==> src/rtl/control_unit_multicycle_if.sv <==
// Control-unit <-> datapath/memory bundle: instruction fields and status in, enables/selects out.
// master = control unit side, slave = datapath/memory side.
interface control_unit_multicycle_if #(
    parameter int CNT_W = 32
);
    logic [6:0]       Op;
    logic [2:0]       funct3;
    logic [6:0]       funct7;
    logic             Zero;
    logic             mem_ready;

    logic             mem_req;
    logic             PCWrite;
    logic             AdrSrc;
    logic             IRWrite;
    logic             MemWrite;
    logic             RegWrite;
    logic [1:0]       ResultSrc;
    logic [1:0]       ALUSrcA;
    logic [1:0]       ALUSrcB;
    logic [1:0]       ImmSrc;
    logic [2:0]       ALUControl;
    logic             illegal_instr;
    logic             instr_done;
    logic [CNT_W-1:0] retired_cnt;
    logic [3:0]       state_o;

    modport master (
        input  Op, funct3, funct7, Zero, mem_ready,
        output mem_req, PCWrite, AdrSrc, IRWrite, MemWrite, RegWrite,
               ResultSrc, ALUSrcA, ALUSrcB, ImmSrc, ALUControl,
               illegal_instr, instr_done, retired_cnt, state_o
    );

    modport slave (
        output Op, funct3, funct7, Zero, mem_ready,
        input  mem_req, PCWrite, AdrSrc, IRWrite, MemWrite, RegWrite,
               ResultSrc, ALUSrcA, ALUSrcB, ImmSrc, ALUControl,
               illegal_instr, instr_done, retired_cnt, state_o
    );
endinterface

==> src/rtl/control_unit_multicycle.sv <==
// Multicycle RV32I control unit: Moore FSM sequencing lw/sw/R/I/beq/jal over a shared memory
// with a request/ready handshake, plus a retired-instruction counter.
module control_unit_multicycle #(
    parameter bit MEM_HANDSHAKE = 1'b1,
    parameter int CNT_W         = 32
) (
    input  logic                     clk,
    input  logic                     rst,
    control_unit_multicycle_if.master bus
);
    typedef enum logic [3:0] {
        FETCH    = 4'd0,
        DECODE   = 4'd1,
        MEMADR   = 4'd2,
        MEMREAD  = 4'd3,
        MEMWB    = 4'd4,
        MEMWRITE = 4'd5,
        EXECUTER = 4'd6,
        EXECUTEI = 4'd7,
        ALUWB    = 4'd8,
        BEQ      = 4'd9,
        JAL      = 4'd10
    } state_t;

    localparam logic [6:0] OP_LW  = 7'b0000011;
    localparam logic [6:0] OP_SW  = 7'b0100011;
    localparam logic [6:0] OP_R   = 7'b0110011;
    localparam logic [6:0] OP_I   = 7'b0010011;
    localparam logic [6:0] OP_BEQ = 7'b1100011;
    localparam logic [6:0] OP_JAL = 7'b1101111;

    typedef struct packed {
        logic       mem_req;
        logic       pc_write;
        logic       adr_src;
        logic       ir_write;
        logic       mem_write;
        logic       reg_write;
        logic       illegal;
        logic       done;
        logic [1:0] result_src;
        logic [1:0] alu_src_a;
        logic [1:0] alu_src_b;
        logic [1:0] alu_op;
    } ctrl_t;

    state_t           state;
    state_t           state_next;
    ctrl_t            ctrl;
    ctrl_t            ctrl_o;
    logic             rdy;
    logic [CNT_W-1:0] cnt;
    logic [2:0]       alu_control;
    logic [1:0]       imm_src;
    logic             unused_funct7;

    assign rdy = MEM_HANDSHAKE ? bus.mem_ready : 1'b1;
    assign unused_funct7 = ^{bus.funct7[6], bus.funct7[4:0]};

    always_ff @(posedge clk) begin
        // NOTE: sequential state uses non-blocking assignments so every register samples pre-edge values.
        if (rst) begin
            state <= FETCH;
            cnt   <= '0;
        end else begin
            state <= state_next;
            if (ctrl.done) begin
                cnt <= cnt + 1'b1;
            end
        end
    end

    always_comb begin
        // NOTE: defaults first keep this block free of inferred latches.
        state_next = FETCH;
        ctrl       = '0;
        case (state)
            FETCH: begin
                ctrl.mem_req    = 1'b1;
                ctrl.ir_write   = rdy;
                ctrl.pc_write   = rdy;
                ctrl.alu_src_b  = 2'b10;
                ctrl.result_src = 2'b10;
                state_next      = rdy ? DECODE : FETCH;
            end
            DECODE: begin
                ctrl.alu_src_a = 2'b01;
                ctrl.alu_src_b = 2'b01;
                case (bus.Op)
                    OP_LW, OP_SW: state_next = MEMADR;
                    OP_R:         state_next = EXECUTER;
                    OP_I:         state_next = EXECUTEI;
                    OP_BEQ:       state_next = BEQ;
                    OP_JAL:       state_next = JAL;
                    default: begin
                        state_next   = FETCH;
                        ctrl.illegal = 1'b1;
                    end
                endcase
            end
            MEMADR: begin
                ctrl.alu_src_a = 2'b10;
                ctrl.alu_src_b = 2'b01;
                state_next     = (bus.Op == OP_SW) ? MEMWRITE : MEMREAD;
            end
            MEMREAD: begin
                ctrl.mem_req = 1'b1;
                ctrl.adr_src = 1'b1;
                state_next   = rdy ? MEMWB : MEMREAD;
            end
            MEMWB: begin
                ctrl.result_src = 2'b01;
                ctrl.reg_write  = 1'b1;
                ctrl.done       = 1'b1;
            end
            MEMWRITE: begin
                // Store retires in the same cycle memory accepts the write.
                ctrl.mem_req   = 1'b1;
                ctrl.adr_src   = 1'b1;
                ctrl.mem_write = rdy;
                ctrl.done      = rdy;
                state_next     = rdy ? FETCH : MEMWRITE;
            end
            EXECUTER: begin
                ctrl.alu_src_a = 2'b10;
                ctrl.alu_op    = 2'b10;
                state_next     = ALUWB;
            end
            EXECUTEI: begin
                ctrl.alu_src_a = 2'b10;
                ctrl.alu_src_b = 2'b01;
                ctrl.alu_op    = 2'b10;
                state_next     = ALUWB;
            end
            ALUWB: begin
                ctrl.reg_write = 1'b1;
                ctrl.done      = 1'b1;
            end
            BEQ: begin
                ctrl.alu_src_a = 2'b10;
                ctrl.alu_op    = 2'b01;
                ctrl.pc_write  = bus.Zero;
                ctrl.done      = 1'b1;
            end
            JAL: begin
                ctrl.alu_src_a = 2'b01;
                ctrl.alu_src_b = 2'b10;
                ctrl.pc_write  = 1'b1;
                state_next     = ALUWB;
            end
            default: state_next = FETCH;
        endcase
    end

    always_comb begin
        alu_control = 3'b000;
        case (ctrl.alu_op)
            2'b01: alu_control = 3'b001;
            2'b10: begin
                case (bus.funct3)
                    // Only R-type (Op[5]=1) honours funct7[5] as subtract.
                    3'b000:  alu_control = (bus.Op[5] && bus.funct7[5]) ? 3'b001 : 3'b000;
                    3'b010:  alu_control = 3'b101;
                    3'b110:  alu_control = 3'b011;
                    3'b111:  alu_control = 3'b010;
                    default: alu_control = 3'b000;
                endcase
            end
            default: alu_control = 3'b000;
        endcase
    end

    always_comb begin
        imm_src = 2'b00;
        case (bus.Op)
            OP_SW:   imm_src = 2'b01;
            OP_BEQ:  imm_src = 2'b10;
            OP_JAL:  imm_src = 2'b11;
            default: imm_src = 2'b00;
        endcase
    end

    // Everything visible is held at zero while rst is high.
    assign ctrl_o = rst ? '0 : ctrl;

    assign bus.mem_req       = ctrl_o.mem_req;
    assign bus.PCWrite       = ctrl_o.pc_write;
    assign bus.AdrSrc        = ctrl_o.adr_src;
    assign bus.IRWrite       = ctrl_o.ir_write;
    assign bus.MemWrite      = ctrl_o.mem_write;
    assign bus.RegWrite      = ctrl_o.reg_write;
    assign bus.ResultSrc     = ctrl_o.result_src;
    assign bus.ALUSrcA       = ctrl_o.alu_src_a;
    assign bus.ALUSrcB       = ctrl_o.alu_src_b;
    assign bus.illegal_instr = ctrl_o.illegal;
    assign bus.instr_done    = ctrl_o.done;
    assign bus.ImmSrc        = rst ? 2'b00 : imm_src;
    assign bus.ALUControl    = rst ? 3'b000 : alu_control;
    assign bus.retired_cnt   = rst ? '0 : cnt;
    assign bus.state_o       = rst ? 4'd0 : state;
endmodule
==> src/flat_wrapper.sv <==
// flat-port wrapper written by rule: the top's interface ports become plain ports
module control_unit_multicycle_flat 
#(
    parameter bit MEM_HANDSHAKE = 1'b1,
    parameter int CNT_W         = 32
)
  (clk, rst, bus_Op, bus_funct3, bus_funct7, bus_Zero, bus_mem_ready, bus_mem_req, bus_PCWrite, bus_AdrSrc, bus_IRWrite, bus_MemWrite, bus_RegWrite, bus_ResultSrc, bus_ALUSrcA, bus_ALUSrcB, bus_ImmSrc, bus_ALUControl, bus_illegal_instr, bus_instr_done, bus_retired_cnt, bus_state_o);
  control_unit_multicycle_if #(.CNT_W(CNT_W)) bus_i ();
  input  logic clk;
  input  logic rst;
  input wire logic [$bits(bus_i.Op)-1:0] bus_Op;
  input wire logic [$bits(bus_i.funct3)-1:0] bus_funct3;
  input wire logic [$bits(bus_i.funct7)-1:0] bus_funct7;
  input wire logic [$bits(bus_i.Zero)-1:0] bus_Zero;
  input wire logic [$bits(bus_i.mem_ready)-1:0] bus_mem_ready;
  output wire logic [$bits(bus_i.mem_req)-1:0] bus_mem_req;
  output wire logic [$bits(bus_i.PCWrite)-1:0] bus_PCWrite;
  output wire logic [$bits(bus_i.AdrSrc)-1:0] bus_AdrSrc;
  output wire logic [$bits(bus_i.IRWrite)-1:0] bus_IRWrite;
  output wire logic [$bits(bus_i.MemWrite)-1:0] bus_MemWrite;
  output wire logic [$bits(bus_i.RegWrite)-1:0] bus_RegWrite;
  output wire logic [$bits(bus_i.ResultSrc)-1:0] bus_ResultSrc;
  output wire logic [$bits(bus_i.ALUSrcA)-1:0] bus_ALUSrcA;
  output wire logic [$bits(bus_i.ALUSrcB)-1:0] bus_ALUSrcB;
  output wire logic [$bits(bus_i.ImmSrc)-1:0] bus_ImmSrc;
  output wire logic [$bits(bus_i.ALUControl)-1:0] bus_ALUControl;
  output wire logic [$bits(bus_i.illegal_instr)-1:0] bus_illegal_instr;
  output wire logic [$bits(bus_i.instr_done)-1:0] bus_instr_done;
  output wire logic [$bits(bus_i.retired_cnt)-1:0] bus_retired_cnt;
  output wire logic [$bits(bus_i.state_o)-1:0] bus_state_o;
  assign bus_i.Op = bus_Op;
  assign bus_i.funct3 = bus_funct3;
  assign bus_i.funct7 = bus_funct7;
  assign bus_i.Zero = bus_Zero;
  assign bus_i.mem_ready = bus_mem_ready;
  assign bus_mem_req = bus_i.mem_req;
  assign bus_PCWrite = bus_i.PCWrite;
  assign bus_AdrSrc = bus_i.AdrSrc;
  assign bus_IRWrite = bus_i.IRWrite;
  assign bus_MemWrite = bus_i.MemWrite;
  assign bus_RegWrite = bus_i.RegWrite;
  assign bus_ResultSrc = bus_i.ResultSrc;
  assign bus_ALUSrcA = bus_i.ALUSrcA;
  assign bus_ALUSrcB = bus_i.ALUSrcB;
  assign bus_ImmSrc = bus_i.ImmSrc;
  assign bus_ALUControl = bus_i.ALUControl;
  assign bus_illegal_instr = bus_i.illegal_instr;
  assign bus_instr_done = bus_i.instr_done;
  assign bus_retired_cnt = bus_i.retired_cnt;
  assign bus_state_o = bus_i.state_o;
  control_unit_multicycle #(.MEM_HANDSHAKE(MEM_HANDSHAKE), .CNT_W(CNT_W)) u_core (.clk(clk), .rst(rst), .bus(bus_i));
endmodule
==> config.mk <==
export PLATFORM = sky130hd
export DESIGN_NAME = control_unit_multicycle_flat
export DESIGN_NICKNAME = d
export VERILOG_FILES = /design/src/rtl/control_unit_multicycle_if.sv /design/src/rtl/control_unit_multicycle.sv /design/src/flat_wrapper.sv
export SDC_FILE = /design/constraint.sdc
export NUM_CORES = 1
export LEC_CHECK = 0
export CAP_MARGIN = 40
export CORE_UTILIZATION = 50
export CTS_BUF_LIST = sky130_fd_sc_hd__clkbuf_8
export DETAILED_ROUTE_END_ITERATION = 12
export HOLD_SLACK_MARGIN = 0.15
export PLACE_DENSITY = 0.87
export SLEW_MARGIN = 25
export SYNTH_ARGS = -nofsm -noshare
export SYNTH_HDL_FRONTEND = slang
export SYNTH_SLANG_ARGS = --single-unit
==> constraint.sdc <==
create_clock -name clk -period 3.05 [get_ports clk]
set_input_delay 0.7625 -clock clk [delete_from_list [all_inputs] [get_ports clk]]
set_output_delay 0.7625 -clock clk [all_outputs]
set_load 0.05 [all_outputs]
---- Word-level counts from Yosys, hierarchy flattened ----
Cells that the tools add are included.
word-level totals
  register bits ........................... 36
  output and inout bits ................... 55
  logic and storage cells ................. 67
cells by class
  add/sub/neg operators ................... 1
  eq/ne operators ......................... 21
  multiplexer cells ....................... 28
  reductions and logical operators ........ 15
operators with widths
  operator                                                                count
  32-bit by 1-bit adder with 32-bit output (second input constant)        1
  32-bit two-way mux                                                      1
  4-bit case mux with 6 select lines                                      1
  4-bit case mux with 5 select lines                                      1
  4-bit by 3-bit equality test with 1-bit output (second input constant)  4
  16-bit two-way mux                                                      1
  2-bit case mux with 2 select lines                                      4
  7-bit by 6-bit equality test with 1-bit output (second input constant)  2
  7-bit equality test (second input constant)                             2
  4-bit equality test (second input constant)                             3
  3-bit two-way mux                                                       4
  3-bit case mux with 4 select lines                                      1
  2-bit OR reduction                                                      6
  3-bit OR reduction                                                      4
  1-bit two-way mux                                                       9
  4-bit by 2-bit equality test with 1-bit output (second input constant)  2
  7-bit by 2-bit equality test with 1-bit output (second input constant)  1
  7-bit by 5-bit equality test with 1-bit output (second input constant)  1
  3-bit equality test (second input constant)                             2
  2-bit case mux with 3 select lines                                      1
  3-bit case mux with 2 select lines                                      1
  6-bit OR reduction                                                      1
  4-bit by 1-bit equality test with 1-bit output (second input constant)  1
  4-bit logical NOT                                                       1
  10 further kinds                                                        10

---- Logic depth before layout (Yosys ltp) ----
Gate-level depths: netlist of the first run.
  depth in word-level cells ............... 6
  depth in mapped cells ................... 8
  gate-level depth less buffers ........... 6

---- Worst setup path after synthesis of the first run ----
OpenSTA, ideal clock, no wires.
  path kind ............................... input to output
  start point ............................. input rst
  end point ............................... output bus_IRWrite
  data arrival time ....................... 2,969 ps
  data required time ...................... 2,288 ps
  slack ................................... -681 ps
  stages .................................. 4
  path buffers ............................ 1
  cells stage by stage .................... clkbuf_1 -> or3_1 -> nor3_1 -> and2_1
between the ends
  cells in the longest elaborated chain, start to end .. 1
ends and longest elaborated chain
  element             RTL line                        RTL
  start, declared     flat_wrapper.sv:10              input logic rst;
  16-bit two-way mux  control_unit_multicycle.sv:184  assign ctrl_o = rst ? '0 : ctrl;
  end, declared       flat_wrapper.sv:19              output wire logic [$bits(bus_i.IRWrite)-1:0] bus_IRWrite;
No other way between the ends.

---- Worst setup path after layout of the first run ----
  start point ............................. input bus_mem_ready
  end point ............................... output bus_PCWrite
between the ends
  cells in the longest elaborated chain, start to end .. 2
ends and longest elaborated chain
  element                             RTL line                        RTL
  start, declared                     flat_wrapper.sv:15              input wire logic [$bits(bus_i.mem_ready)-1:0] bus_mem_ready;
  1-bit case mux with 3 select lines  control_unit_multicycle.sv:77   case (state)
  16-bit two-way mux                  control_unit_multicycle.sv:184
  end, declared                       flat_wrapper.sv:17              output wire logic [$bits(bus_i.PCWrite)-1:0] bus_PCWrite;
No other way between the ends.

==> metrics.txt, run 1 <==
outcome finished, final reports clean; number of diodes added for antenna fixing 0; post-synthesis cell type count 49; Fill cells between 300 and 400; number of global-route vias before repair around 2400; count of flip-flops with a built-in enable after synthesis 0; nets@finish between 400 and 500; Post-synth ARST share 0%; worst-margin pin slew 353.3 ps; placement-stage worst setup slack about 0.10 ps; post-route design area 3696 µm²; Num Clock Sinks 36; worst reg2reg setup slack 870 ps; RSZ-0062 raised after global routing no; Static Leak approximately 1.5 nW; endpoint of the worst register-to-register path u_core.cnt[16]; dpl hpwl 4.768 mm; cell depth of the worst setup path 7; number of cells traversed by the worst register-to-register path 5; type of destination of the critical path primary output; share of Yosys cell area claimed by the top area cell type 27.20%; clock tree from TritonCTS built; final hold vios 0; Global Route Usage Sum between 20% and 30%; predominant post-synthesis flop cell sky130_fd_sc_hd__dfxtp_1; Maximum Capacitance Violations 0; height of the die 74.80 µm; global-route wire length before repair roughly 11 mm; area enclosed by the die boundary ~5600 µm²; total placed cells including tap cells around 450; number of setup violations in the final report 0; slowest cell on the critical path sky130_fd_sc_hd__clkdlybuf4s50_1; proportion of synthesized chip area in sequential cells between 20% and 30%; area of the core region between 5000 and 6000 µm²; CTS root buffer sky130_fd_sc_hd__clkbuf_8; Reg clk slew, reported paths 70 ps; worst path buffer plus inverter count 3; CP delay by family, top buffers and inverters; FF+latch count, synth 36; x dimension of the die between 70 and 80 µm; Synth area leaders sky130_fd_sc_hd__dfxtp_1 27%, sky130_fd_sc_hd__nor2b_1 9.7%, sky130_fd_sc_hd__mux2_2 5.5%, sky130_fd_sc_hd__nor2_1 4.1%, sky130_fd_sc_hd__a21oi_1 4.0%; count of unresolved DRC violations after routing 0; category of the worst setup path launch point input port; Max stage delay on crit path about 470 ps; GRT overflow 0; number of detailed-routing iterations run before antenna repair 4; effective utilization at floorplan approximately half; routed length per instance approximately 15 µm; area delta synth->final 39.47%; number of standard-cell rows in the floorplan 26; cell count after synthesis ~330; cell area after technology mapping about 2700 µm²; post-detailed-routing wire length 6.715 mm; final RePlAce weighted congestion ~0.85; total CTS buffers 5; maximum number of pins on one net before global-route repair 55; headroom to the max-slew limit between 70% and 80%; post-route worst setup slack 80.10 ps; antenna violations before repair 0; required time reported for the critical path endpoint approximately 2300 ps; Avg Inst Size Synth about 8.1 µm²; final setup TNS 0 ps; Min Clock Period, post-route 2970 ps; synthesis warning total 0; Worst Path Max Fanout 2; Critical path origin bus_mem_ready; worst path cell trace clkdlybuf4s50_1 > or3b_4 > a21oi_2 > a31oi_1 > nor3_1 > buf_4 > buf_12; via count of the routed design 2654; clock tree buffer depth 2; Max VDD drop ~0.15 mV; total cell area at the placement stage roughly 3600 µm²; path category of the worst min-delay check reg -> reg; Worst Setup EP bus_PCWrite; critical setup path kind in -> out; CP Data Arrival Time approximately 2200 ps; count of input and output buffers 69; syn nets 350; share of post-route cells with drive strength above 1 30.00%; clock latency of the later-clocked register in the worst-skew pair around 300 ps; Boundary Pins 76; total count of max-transition violations in the final report 0; initial DRC count 240; number of buffers inserted by hold repair at cts 0; total power consumption of the routed design 975.7 µW; setup skew after layout 11.79 ps; number of vias per cell after detailed routing 5.770; Final Non-Filler Cells 460; top achievable clock speed about 340 MHz; cell taking the most area after synthesis sky130_fd_sc_hd__dfxtp_1; antenna viol nets, final 0; Power per Cell Area roughly 260 nW/µm²; fraction of the cycle the final worst path needs about 100%; CTS H-Tree Depth 2; beginning of the worst register-to-register path u_core.cnt[0]
[cells by family after synthesis]
logic type	count (synthesis)	share of synthesized area [%]
compound gates	47	10.81
xor+xnor	3	0.9917
fa+ha+maj	3	1.417
buf+inv	35	6.043
flops	36	27.20
mux	22	9.301
simple gates	180	44.24
[how the worst min path moves through the flow]
stage	startpoint	end	slack [ps]	depth (start not counted)
final	u_core.cnt[8]	u_core.cnt[8]	510	2
after global routing	u_core.cnt[8]	u_core.cnt[8]	560	2
after CTS	u_core.cnt[8]	u_core.cnt[8]	510	2
after detailed placement	u_core.cnt[8]	u_core.cnt[8]	510	2
after global placement	u_core.cnt[8]	u_core.cnt[8]	490	2
after floorplan	u_core.cnt[8]	u_core.cnt[8]	470	2
[final cells by class]
cell class / instances / area, µm² / area share (%)
tap: 70 / 87.58 / 2.370
clock inverter: 2 / 11.26 / 0.3047
timing repair buffer: 82 / 933.4 / 25.25
multi-input combinational: 255 / 1827 / 49.42
sequential: 36 / 720.7 / 19.50
inverter: 9 / 33.78 / 0.9140
clock buffer: 6 / 82.58 / 2.234
[flip-flops by register name, indices dropped and copies added (netlist names)]
| name | cells |
|---|---|
| u_core.cnt | 32 |
| u_core.state | 4 |
[routing by layer]
metal	vias to the layer above	global-route usage [%]	share of wire [%]
met2	73	44.84	53
met3	11	4.552	4.2
li1	1322	-	-
met5	-	0	0
met4	0	9.434	1.7
met1	1248	30.47	41
[what timing repair did]
| action | 4_1_cts | 5_1_grt |
|---|---|---|
| endpoints found under the setup margin | 1 | 2 |
| resized for setup | 2 | 2 |
| setup buffers | 0 | 0 |
| pin swaps | 1 | 1 |
[cell usage after synthesis, drive strengths merged (2+ instances only)]
library cell	n
o21ai	7
ha	3
nor2b	41
nand4	9
a22oi	2
a2bb2oi	2
a21oi	21
and4b	2
nor3	10
clkbuf	13
or3b	3
dfxtp	36
nor4b	4
and3	4
or4	11
nand2	13
buf	13
mux2	21
and2	2
nand3	12
inv	9
nor2	29
a31oi	2
o31ai	9
or3	4
or2	2
nor4	20
and4	5
xnor2	2
nand2b	6
[report_power, final]
part           total, mW  leakage (nW)  internal (mW)  switching (mW)
sequential         0.471         0.290          0.471        0.000737
clock              0.364        0.0486          0.180           0.184
combinational      0.140          1.14         0.0615          0.0788
total              0.976          1.48          0.712           0.263
[cells in the final DEF (no fill, tap or decap), types with 2 or more instances in the layout]
| cell type | instances |
|---|---|
| sky130_fd_sc_hd__a2bb2oi_1 | 2 |
| sky130_fd_sc_hd__or2_2 | 2 |
| sky130_fd_sc_hd__or3_1 | 3 |
| sky130_fd_sc_hd__nand4_2 | 2 |
| sky130_fd_sc_hd__o31ai_1 | 9 |
| sky130_fd_sc_hd__and2_1 | 2 |
| sky130_fd_sc_hd__dfxtp_1 | 36 |
| sky130_fd_sc_hd__xnor2_1 | 2 |
| sky130_fd_sc_hd__and3_1 | 4 |
| sky130_fd_sc_hd__or4_1 | 11 |
| sky130_fd_sc_hd__nor4_1 | 11 |
| sky130_fd_sc_hd__nor4_2 | 5 |
| sky130_fd_sc_hd__nand3_1 | 12 |
| sky130_fd_sc_hd__nand4_1 | 7 |
| sky130_fd_sc_hd__a21oi_1 | 19 |
| sky130_fd_sc_hd__a22oi_1 | 2 |
| sky130_fd_sc_hd__buf_4 | 45 |
| sky130_fd_sc_hd__nor3_1 | 6 |
| sky130_fd_sc_hd__clkbuf_8 | 6 |
| sky130_fd_sc_hd__buf_12 | 23 |
| sky130_fd_sc_hd__inv_1 | 10 |
| sky130_fd_sc_hd__mux2_2 | 13 |
| sky130_fd_sc_hd__nor2_1 | 29 |
| sky130_fd_sc_hd__nor4_4 | 4 |
| sky130_fd_sc_hd__and4b_1 | 2 |
| sky130_fd_sc_hd__clkdlybuf4s50_1 | 13 |
| sky130_fd_sc_hd__nor3_2 | 4 |
| sky130_fd_sc_hd__nand2_1 | 13 |
| sky130_fd_sc_hd__nand2b_1 | 5 |
| sky130_fd_sc_hd__ha_1 | 3 |
| sky130_fd_sc_hd__o21ai_0 | 7 |
| sky130_fd_sc_hd__a21oi_2 | 2 |
| sky130_fd_sc_hd__mux2_1 | 8 |
| sky130_fd_sc_hd__nor4b_2 | 3 |
| sky130_fd_sc_hd__a31oi_1 | 2 |
| sky130_fd_sc_hd__nor2b_1 | 41 |
| sky130_fd_sc_hd__and4_1 | 5 |
[through the flow]
| step | hold slack (ps) | util, % |
|---|---|---|
| 6_report | 511.9 | 72.37 |
| 5_1_grt | 560.6 | 72.37 |
| 4_1_cts | 514.2 | 72.15 |
| 3_5_place_dp | 506.4 | 70.19 |
| 3_3_place_gp | 488.4 | 70.19 |
| 2_1_floorplan | 469.0 | - |
[worst reg2reg max path, cell delays in order, from the launching register on]
cell and delay, ps:
sky130_fd_sc_hd__dfxtp_1 430, sky130_fd_sc_hd__ha_1 230, sky130_fd_sc_hd__and3_1 250, sky130_fd_sc_hd__nand4_2 320, sky130_fd_sc_hd__nor4b_1 460, sky130_fd_sc_hd__mux2_2 370
(Power assumes the default switching activity.)
==> inputs of run 2 (changes only) <==
- HOLD_SLACK_MARGIN: 0.15 -> unset
==> results of run 2 <==
Same layout as run 1: the final DEF is identical, and so are final timing and power.
